--- src/rtl/step_scheduler.sv ---
// step_scheduler: tick prescaler, tempo latch and 16-step one-hot gate sequencer.
module step_scheduler #(
  parameter int unsigned BASE_DIV  = 500000,
  parameter int unsigned TEMPO_RST = 100,
  parameter int unsigned STEPS     = 16
) (
  input  logic        clk,
  input  logic        reset,
  input  logic        enable,
  input  logic [9:0]  user_input,
  input  logic [1:0]  ctrl,
  input  logic        run,
  output logic [15:0] trigger_adsr,
  output logic [3:0]  step_idx,
  output logic        step_pulse,
  output logic        end_count,
  output logic        tick_100hz
);

  localparam int unsigned PW = (BASE_DIV > 1) ? $clog2(BASE_DIV) : 1;

  typedef enum logic [1:0] {
    IDLE     = 2'd0,
    GATE_ON  = 2'd1,
    GATE_OFF = 2'd2
  } state_t;

  state_t      state_q, state_d;
  logic [PW-1:0] pre_q, pre_d;
  logic [9:0]  tick_count_q, tick_count_d;
  logic [9:0]  tempo_pend_q, tempo_pend_d;
  logic [9:0]  tempo_act_q, tempo_act_d;
  logic [11:0] gate_q, gate_d;
  logic [3:0]  step_idx_q, step_idx_d;
  logic [15:0] trigger_q, trigger_d;
  logic        step_pulse_q, step_pulse_d;
  logic        end_count_q, end_count_d;

  logic        tick;
  logic [2:0]  gate_k;
  logic [11:0] gate_prod;
  logic [11:0] gate_new;
  logic [10:0] tc_inc;
  logic [3:0]  next_idx;
  logic        step_end;
  logic        gate_end;

  assign tick = (pre_q == PW'(BASE_DIV - 1));

  // Gate length and boundary detection; the boundary test is evaluated
  // first so a coincident gate end never produces a zero cycle.
  always_comb begin
    unique case (ctrl)
      2'b00:   gate_k = 3'd2;
      2'b01:   gate_k = 3'd1;
      2'b10:   gate_k = 3'd3;
      default: gate_k = 3'd4;
    endcase
    gate_prod = ({2'b00, tempo_pend_q} * {9'd0, gate_k}) >> 2;
    gate_new  = (gate_prod == '0) ? 12'd1 : gate_prod;
    tc_inc    = {1'b0, tick_count_q} + 11'd1;
    next_idx  = (step_idx_q == 4'(STEPS - 1)) ? '0 : step_idx_q + 4'd1;
    step_end  = tick && (tc_inc == {1'b0, tempo_act_q});
    gate_end  = tick && ({1'b0, tc_inc} == gate_q) && (gate_q < {2'b00, tempo_act_q});
  end

  always_comb begin
    state_d      = state_q;
    pre_d        = tick ? '0 : pre_q + 1'b1;
    tick_count_d = tick_count_q;
    tempo_pend_d = enable ? ((user_input == '0) ? 10'd1 : user_input) : tempo_pend_q;
    tempo_act_d  = tempo_act_q;
    gate_d       = gate_q;
    step_idx_d   = step_idx_q;
    trigger_d    = trigger_q;
    step_pulse_d = 1'b0;
    end_count_d  = 1'b0;

    unique case (state_q)
      IDLE: begin
        trigger_d = '0;
        if (run) begin
          state_d      = GATE_ON;
          pre_d        = '0;
          tick_count_d = '0;
          step_idx_d   = '0;
          trigger_d    = 16'd1;
          step_pulse_d = 1'b1;
          tempo_act_d  = tempo_pend_q;
          gate_d       = gate_new;
        end
      end
      default: begin
        if (step_end) begin
          tick_count_d = '0;
          step_idx_d   = next_idx;
          end_count_d  = (step_idx_q == 4'(STEPS - 1));
          tempo_act_d  = tempo_pend_q;
          gate_d       = gate_new;
          if (run) begin
            state_d      = GATE_ON;
            trigger_d    = 16'd1 << next_idx;
            step_pulse_d = 1'b1;
          end else begin
            state_d   = IDLE;
            trigger_d = '0;
          end
        end else if (tick) begin
          tick_count_d = tc_inc[9:0];
          if (state_q == GATE_ON && gate_end) begin
            state_d   = GATE_OFF;
            trigger_d = '0;
          end
        end
      end
    endcase
  end

  always_ff @(posedge clk) begin
    if (reset) begin
      state_q      <= IDLE;
      pre_q        <= '0;
      tick_count_q <= '0;
      tempo_pend_q <= 10'(TEMPO_RST);
      tempo_act_q  <= 10'(TEMPO_RST);
      gate_q       <= 12'd1;
      step_idx_q   <= '0;
      trigger_q    <= '0;
      step_pulse_q <= 1'b0;
      end_count_q  <= 1'b0;
    end else begin
      state_q      <= state_d;
      pre_q        <= pre_d;
      tick_count_q <= tick_count_d;
      tempo_pend_q <= tempo_pend_d;
      tempo_act_q  <= tempo_act_d;
      gate_q       <= gate_d;
      step_idx_q   <= step_idx_d;
      trigger_q    <= trigger_d;
      step_pulse_q <= step_pulse_d;
      end_count_q  <= end_count_d;
    end
  end

  assign trigger_adsr = trigger_q;
  assign step_idx     = step_idx_q;
  assign step_pulse   = step_pulse_q;
  assign end_count    = end_count_q;
  assign tick_100hz   = tick;

endmodule
--- config.mk ---
export PLATFORM = sky130hd
export DESIGN_NAME = step_scheduler
export DESIGN_NICKNAME = d
export VERILOG_FILES = /design/src/rtl/step_scheduler.sv
export SDC_FILE = /design/constraint.sdc
export NUM_CORES = 1
export LEC_CHECK = 0
export CORE_MARGIN = 4
export CORE_UTILIZATION = 53
export CTS_CLUSTER_DIAMETER = 80
export CTS_CLUSTER_SIZE = 30
export DETAILED_ROUTE_END_ITERATION = 10
export GPL_ROUTABILITY_DRIVEN = 0
export PLACE_DENSITY = 0.81
export RECOVER_POWER = 50
export SLEW_MARGIN = 20
export SYNTH_ARGS = -nofsm -noshare
export SYNTH_HDL_FRONTEND = slang
export SYNTH_SLANG_ARGS = --single-unit
--- constraint.sdc ---
create_clock -name clk -period 5 [get_ports clk]
set_clock_uncertainty 0.15 [all_clocks]
set_input_delay 1 -clock clk [delete_from_list [all_inputs] [get_ports clk]]
set_output_delay 1 -clock clk [all_outputs]
set_load 0.1 [all_outputs]
== Word level (Yosys, flattened, before mapping) ==
Cells that the tools add are included.

* Register bits: 85
* Input bits: 16
* Logic and storage cells: 76

* Add/sub/neg operators: 3
* Multiply operators: 1
* Order comparisons: 1
* Equality and inequality tests: 8
* Shifts and indexed selects: 1
* Multiplexer cells: 35
* Bitwise operators: 1
* Reduce and logical (&&, ||, !) cells: 16

{| class="wikitable"
|+ Operator list
! operator !! count
|-
| $mux W10 || 9
|-
| $mux W16 || 5
|-
| $mux W19 || 3
|-
| $mux W12 || 3
|-
| $add A19 B1 Y19 const B || 1
|-
| $eq A19 B19 Y1 const B || 1
|-
| $mux W4 || 4
|-
| $shl A1 B4 Y16 const A || 1
|-
| $eq A11 B12 Y1 || 1
|-
| $logic_not A12 Y1 || 1
|-
| $lt A12 B10 Y1 || 1
|-
| $mul A10 B3 Y12 || 1
|-
| $add A10 B1 Y11 const B || 1
|-
| $eq A11 B10 Y1 || 1
|-
| $logic_not A10 Y1 || 1
|-
| $mux W2 || 5
|-
| $pmux W3 S3 || 1
|-
| $reduce_and A2 Y1 || 3
|-
| $reduce_bool A3 Y1 || 2
|-
| $mux W1 || 5
|-
| $add A4 B1 Y4 const B || 1
|-
| $eq A2 B1 Y1 const B || 2
|-
| $eq A4 B4 Y1 const B || 1
|-
| $logic_and A1 B1 Y1 || 4
|-
| 7 further kinds || 8
|}

== Logic depth before layout (Yosys ltp) ==
* Depth in word-level cells: 9
* Mapped depth: 16

== Least setup slack after synthesis ==
No wires, ideal clock.

* Path kind: in2reg
* Start: in ctrl[0]
* End: reg gate_q[0]
* Library setup time: 125 ps
* Arrival time: 4,457 ps
* Setup slack: 268 ps
* Cell stages on the path: 15
* Cell sequence: ha_1 > clkbuf_1 > nor2_1 > nand2_1 > fa_1 > inv_1 > ha_1 > and3_1 > a221o_1 > or4_1 > a31o_2 > a21oi_1 > xnor2_1 > nor4_1 > o41a_1

* Word-level cells in the longest chain between the ends: 7
* Elaborated cells on any way between the ends: 10

{| class="wikitable"
|+ RTL lines
! element !! RTL line !! RTL
|-
| from (decl) || 11 || <nowiki>input logic [1:0] ctrl,</nowiki>
|-
| $eq A2 B2 Y1 (tied with other cells) || 53 || <nowiki>unique case (ctrl)</nowiki>
|-
| $pmux W3 S3 (*) || 53 ||
|-
| $mul A10 B3 Y12 (*) || 59 || <nowiki>gate_prod = ({2'b00, tempo_pend_q} * {9'd0, gate_k}) >> 2;</nowiki>
|-
| $logic_not A12 Y1 || 60 || <nowiki>gate_new = (gate_prod == '0) ? 12'd1 : gate_prod;</nowiki>
|-
| $mux W10 (*) || 60 ||
|-
| $mux W12 (on tied branches) || 94, 82 ||
|-
| $mux W12 (*) || 79 || <nowiki>unique case (state_q)</nowiki>
|-
| to (signal assigned) || 137 || <nowiki>gate_q <= gate_d;</nowiki>
|-
| to (decl) || 33 || <nowiki>logic [11:0] gate_q, gate_d;</nowiki>
|}

Mark *: on every way between the ends. The rest lies on a longest branch, timed or not. The select of a mux whose other input is x is not followed.
A chain may end at the register's enable or synchronous reset.

== Worst setup path in the final report ==
* Start: in ctrl[1]
* End: reg gate_q[0]

The elaborated chain is that of the path after synthesis.

==> flow_metrics.tcl <==
set metrics [dict create \
    status "finished with violations" \
    violations "capacitance limit, slew limit" \
    grt_antenna_before_repair 0 \
    synth_top_cell_area_share_pct 33.23 \
    final_core_util_pct 61.86 \
    drc_errors 0 \
    portBuffers 38 \
    tritoncts "yes" \
    cts_hold_buf 0 \
    multi_input_area_um2 3084 \
    synthesis.area_um2 5000 \
    seq_area_frac_synth_pct 33.23 \
    fin_nets 657 \
    ir_drop_mv 0.1172 \
    final_layout_size_suffix_gt1_share_pct 8.224 \
    first_global_vias 4053 \
    hold_path_class "flop to flop" \
    stdcell_area_um2 5689 \
    cts-root-buf "clkbuf_8" \
    fillCellCount 785 \
    slew_viol_final 44 \
    async_reset_ff_share_pct 0 \
    tightest_slew_ns 2.058 \
    cts.reportedPaths.clkPinSlew_ns 0.09 \
    synthCells 566 \
    synth-edff-count 0 \
    grt_max_degree 44 \
    yosysTopAreaCell "dfxtp_1" \
    p_leak_nw 2.438 \
    cp.arrival_ns 4.89 \
    top_usage_layer "met2" \
    cts-resized-gates 0 \
    seq_area_um2 1662 \
    fin_crit_sh_pct 96.08 \
    ys_seq_elements 83 \
    clock_sinks 83 \
    rsz0062_at_grt "no" \
    setup_violations 0 \
    dieWidth_um 105.1 \
    grt_pass1_wl_mm 18.82 \
    fin_ws_ns 0.1961 \
    clk-insertion-delay-late_ns 0.36 \
    ys_warn_count 0 \
    maxCapViolCount 1 \
    drtIter0Drc 239 \
    postCtsSetupBuffers 0 \
    start_kind "primary input" \
    min_period_ns 4.804 \
    vias 4131 \
    drt-vias-per-instance 5.745 \
    ios 39 \
    start_util_pct 54.37 \
    rows 35 \
    synth_ff_type "dfxtp_1" \
    cts-htree-levels 3 \
    powerDensity_nw_per_um2 240.6 \
    grt.total_usage_pct 20.45 \
    worst-endpoint-required_ns 5.09 \
    synthTopCellsByArea "dfxtp_1, ha_1, mux2i_1, nor2_1, nand2_1" \
    crit_fanout 10 \
    use_met3_pct 3.027 \
    routedWlPerCell_um 15.10 \
    hold_viol 0 \
    yosysUniqueCellTypes 61 \
    tns_ns 0 \
    cts_buffers 9 \
    fp.dieH_um 105.1 \
    routed_wl_mm 10.86 \
    area_delta_synth_final_pct 13.79 \
    slew_headroom_pct -37.20 \
    pre_cts_ws_ns -0.2223 \
    crit_path_end_kind "flop" \
    die-area_um2 11050 \
    globalRouteOverflowTotal 0 \
    cts_buffer_depth 2 \
    antenna_cells 0 \
    core_region_area_um2 9196 \
    syn-num-nets 620 \
    grt_use_met2_pct 34.56 \
    grtUsageMet1_pct 26.45 \
    synth.avg_cell_area_um2 8.834 \
    antenna_left 0 \
    dr.pass1.iters 5 \
    worstSetupPathType "primary input to flop" \
    dp_hpwl_mm 8.316 \
    max_freq_ghz 0.2082 \
    placed_cell_area_um2 5478 \
]
==> cell families (layout without fill, tap and decap cells) <==
family	after synthesis	in the layout	share of synthesized area (%)
adders and majority gates	38	38	10.86
xor gates and xnor gates	45	45	8.984
buffers and inverters	62	104	5.831
DFF	83	83	33.23
muxes	30	30	6.106
AOI/OAI and AO/OA	85	85	11.94
and+or+nand+nor	223	223	23.05
==> placed cells by master, fill, tap and decap left out, types with 11 or more instances in the layout <==
cell type,synthesis,layout
dfxtp_1,83,83
clkdlybuf4s50_1,0,17
a21oi_1,19,19
dlygate4sd3_1,0,21
o21ai_0,14,14
o2bb2ai_1,12,12
inv_1,35,35
xor2_1,19,19
buf_4,4,14
nand2_1,53,52
mux2i_1,29,29
a31oi_1,11,11
xnor2_1,22,22
ha_1,29,29
and3_1,12,12
nor2_1,69,67
nand3_1,17,17
==> metal layers <==
metal / routed length (µm) / share of wire [%] / vias to the layer above
met1: 4904 / 45 / 1940
li1: - / - / 2052
met4: 137 / 1.3 / 0
met5: 0 / 0 / -
met3: 627 / 5.8 / 17
met2: 5187 / 48 / 122
==> area by class of cell <==
class / count / area share [%]
clock inverters: 7 / 1.056
well taps: 111 / 2.441
clock buffers: 9 / 2.177
repair buffers: 53 / 8.599
multi-input cells: 421 / 54.21
inverters: 35 / 2.309
flip-flops and latches: 83 / 29.21
==> path summary, 6_finish.rpt <==
check                             endpoint  slack (ns)                     startpoint  cells after the start
min reg2reg  trigger_adsr[15]$_SDFFE_PP0P_        0.32  trigger_adsr[15]$_SDFFE_PP0P_                      1
min          trigger_adsr[15]$_SDFFE_PP0P_        0.32  trigger_adsr[15]$_SDFFE_PP0P_                      1
max reg2reg         gate_q[1]$_SDFFE_PP0P_        1.08   tick_count_q[0]$_SDFFE_PP0P_                     10
max                 gate_q[0]$_SDFFE_PP1P_        0.20                        ctrl[1]                     15
==> critical path: stages <==
cell             delay, ns
clkdlybuf4s50_1       0.50
ha_1                  0.22
buf_4                 0.18
nand2_1               0.08
fa_1                  0.54
inv_1                 0.04
ha_1                  0.34
and3_1                0.19
a221o_1               0.34
or4_1                 0.45
a31o_2                0.25
a21oi_1               0.19
xnor2_1               0.18
nor4_1                0.08
o41a_1                0.30
==> flip-flops by register name, summed over array words and instances (netlist names) <==
| signal | count |
|---|---|
| tempo_pend_q | 10 |
| trigger_adsr | 16 |
| step_idx | 4 |
| pre_q | 19 |
| state_q | 2 |
| end_count | 1 |
| gate_q | 10 |
| tick_count_q | 10 |
| tempo_act_q | 10 |
| step_pulse | 1 |
==> cell usage after synthesis, types with 3 or more instances <==
master	n
xnor3_1	4
or3_1	6
o2bb2ai_1	12
nand4_1	9
inv_1	35
buf_2	5
a31oi_1	11
nand2_1	53
buf_4	4
nand2b_1	3
dfxtp_1	83
or4_1	6
a21oi_1	19
clkbuf_1	6
nand3_1	17
and3_1	12
nor2_1	69
nor3_1	9
buf_1	7
nor2b_1	5
o21ai_0	14
a21o_1	3
mux2i_1	29
fa_1	9
xor2_1	19
nand3b_1	3
buf_6	5
nor4_1	5
xnor2_1	22
a22o_1	5
a41oi_1	4
ha_1	29
and2_1	9
==> report_power, final <==
part	leakage, nW	switching, mW	internal (mW)
logic	1.67	0.119	0.0999
registers	0.674	0.0195	0.678
clock network	0.0961	0.263	0.189
total	2.44	0.402	0.967
==> metrics by stage <==
step / total power, mW / instances / hold WS [ns]
2_1_floorplan: 0.8611 / 566 / 0.2797
3_3_place_gp: 0.9197 / 703 / 0.2939
3_5_place_dp: 0.9292 / 703 / 0.2965
4_1_cts: 1.380 / 719 / 0.3230
5_1_grt: 1.438 / 719 / 0.3417
6_report: 1.369 / 719 / 0.3152
No activity file was read; power rests on OpenSTA's default activity.
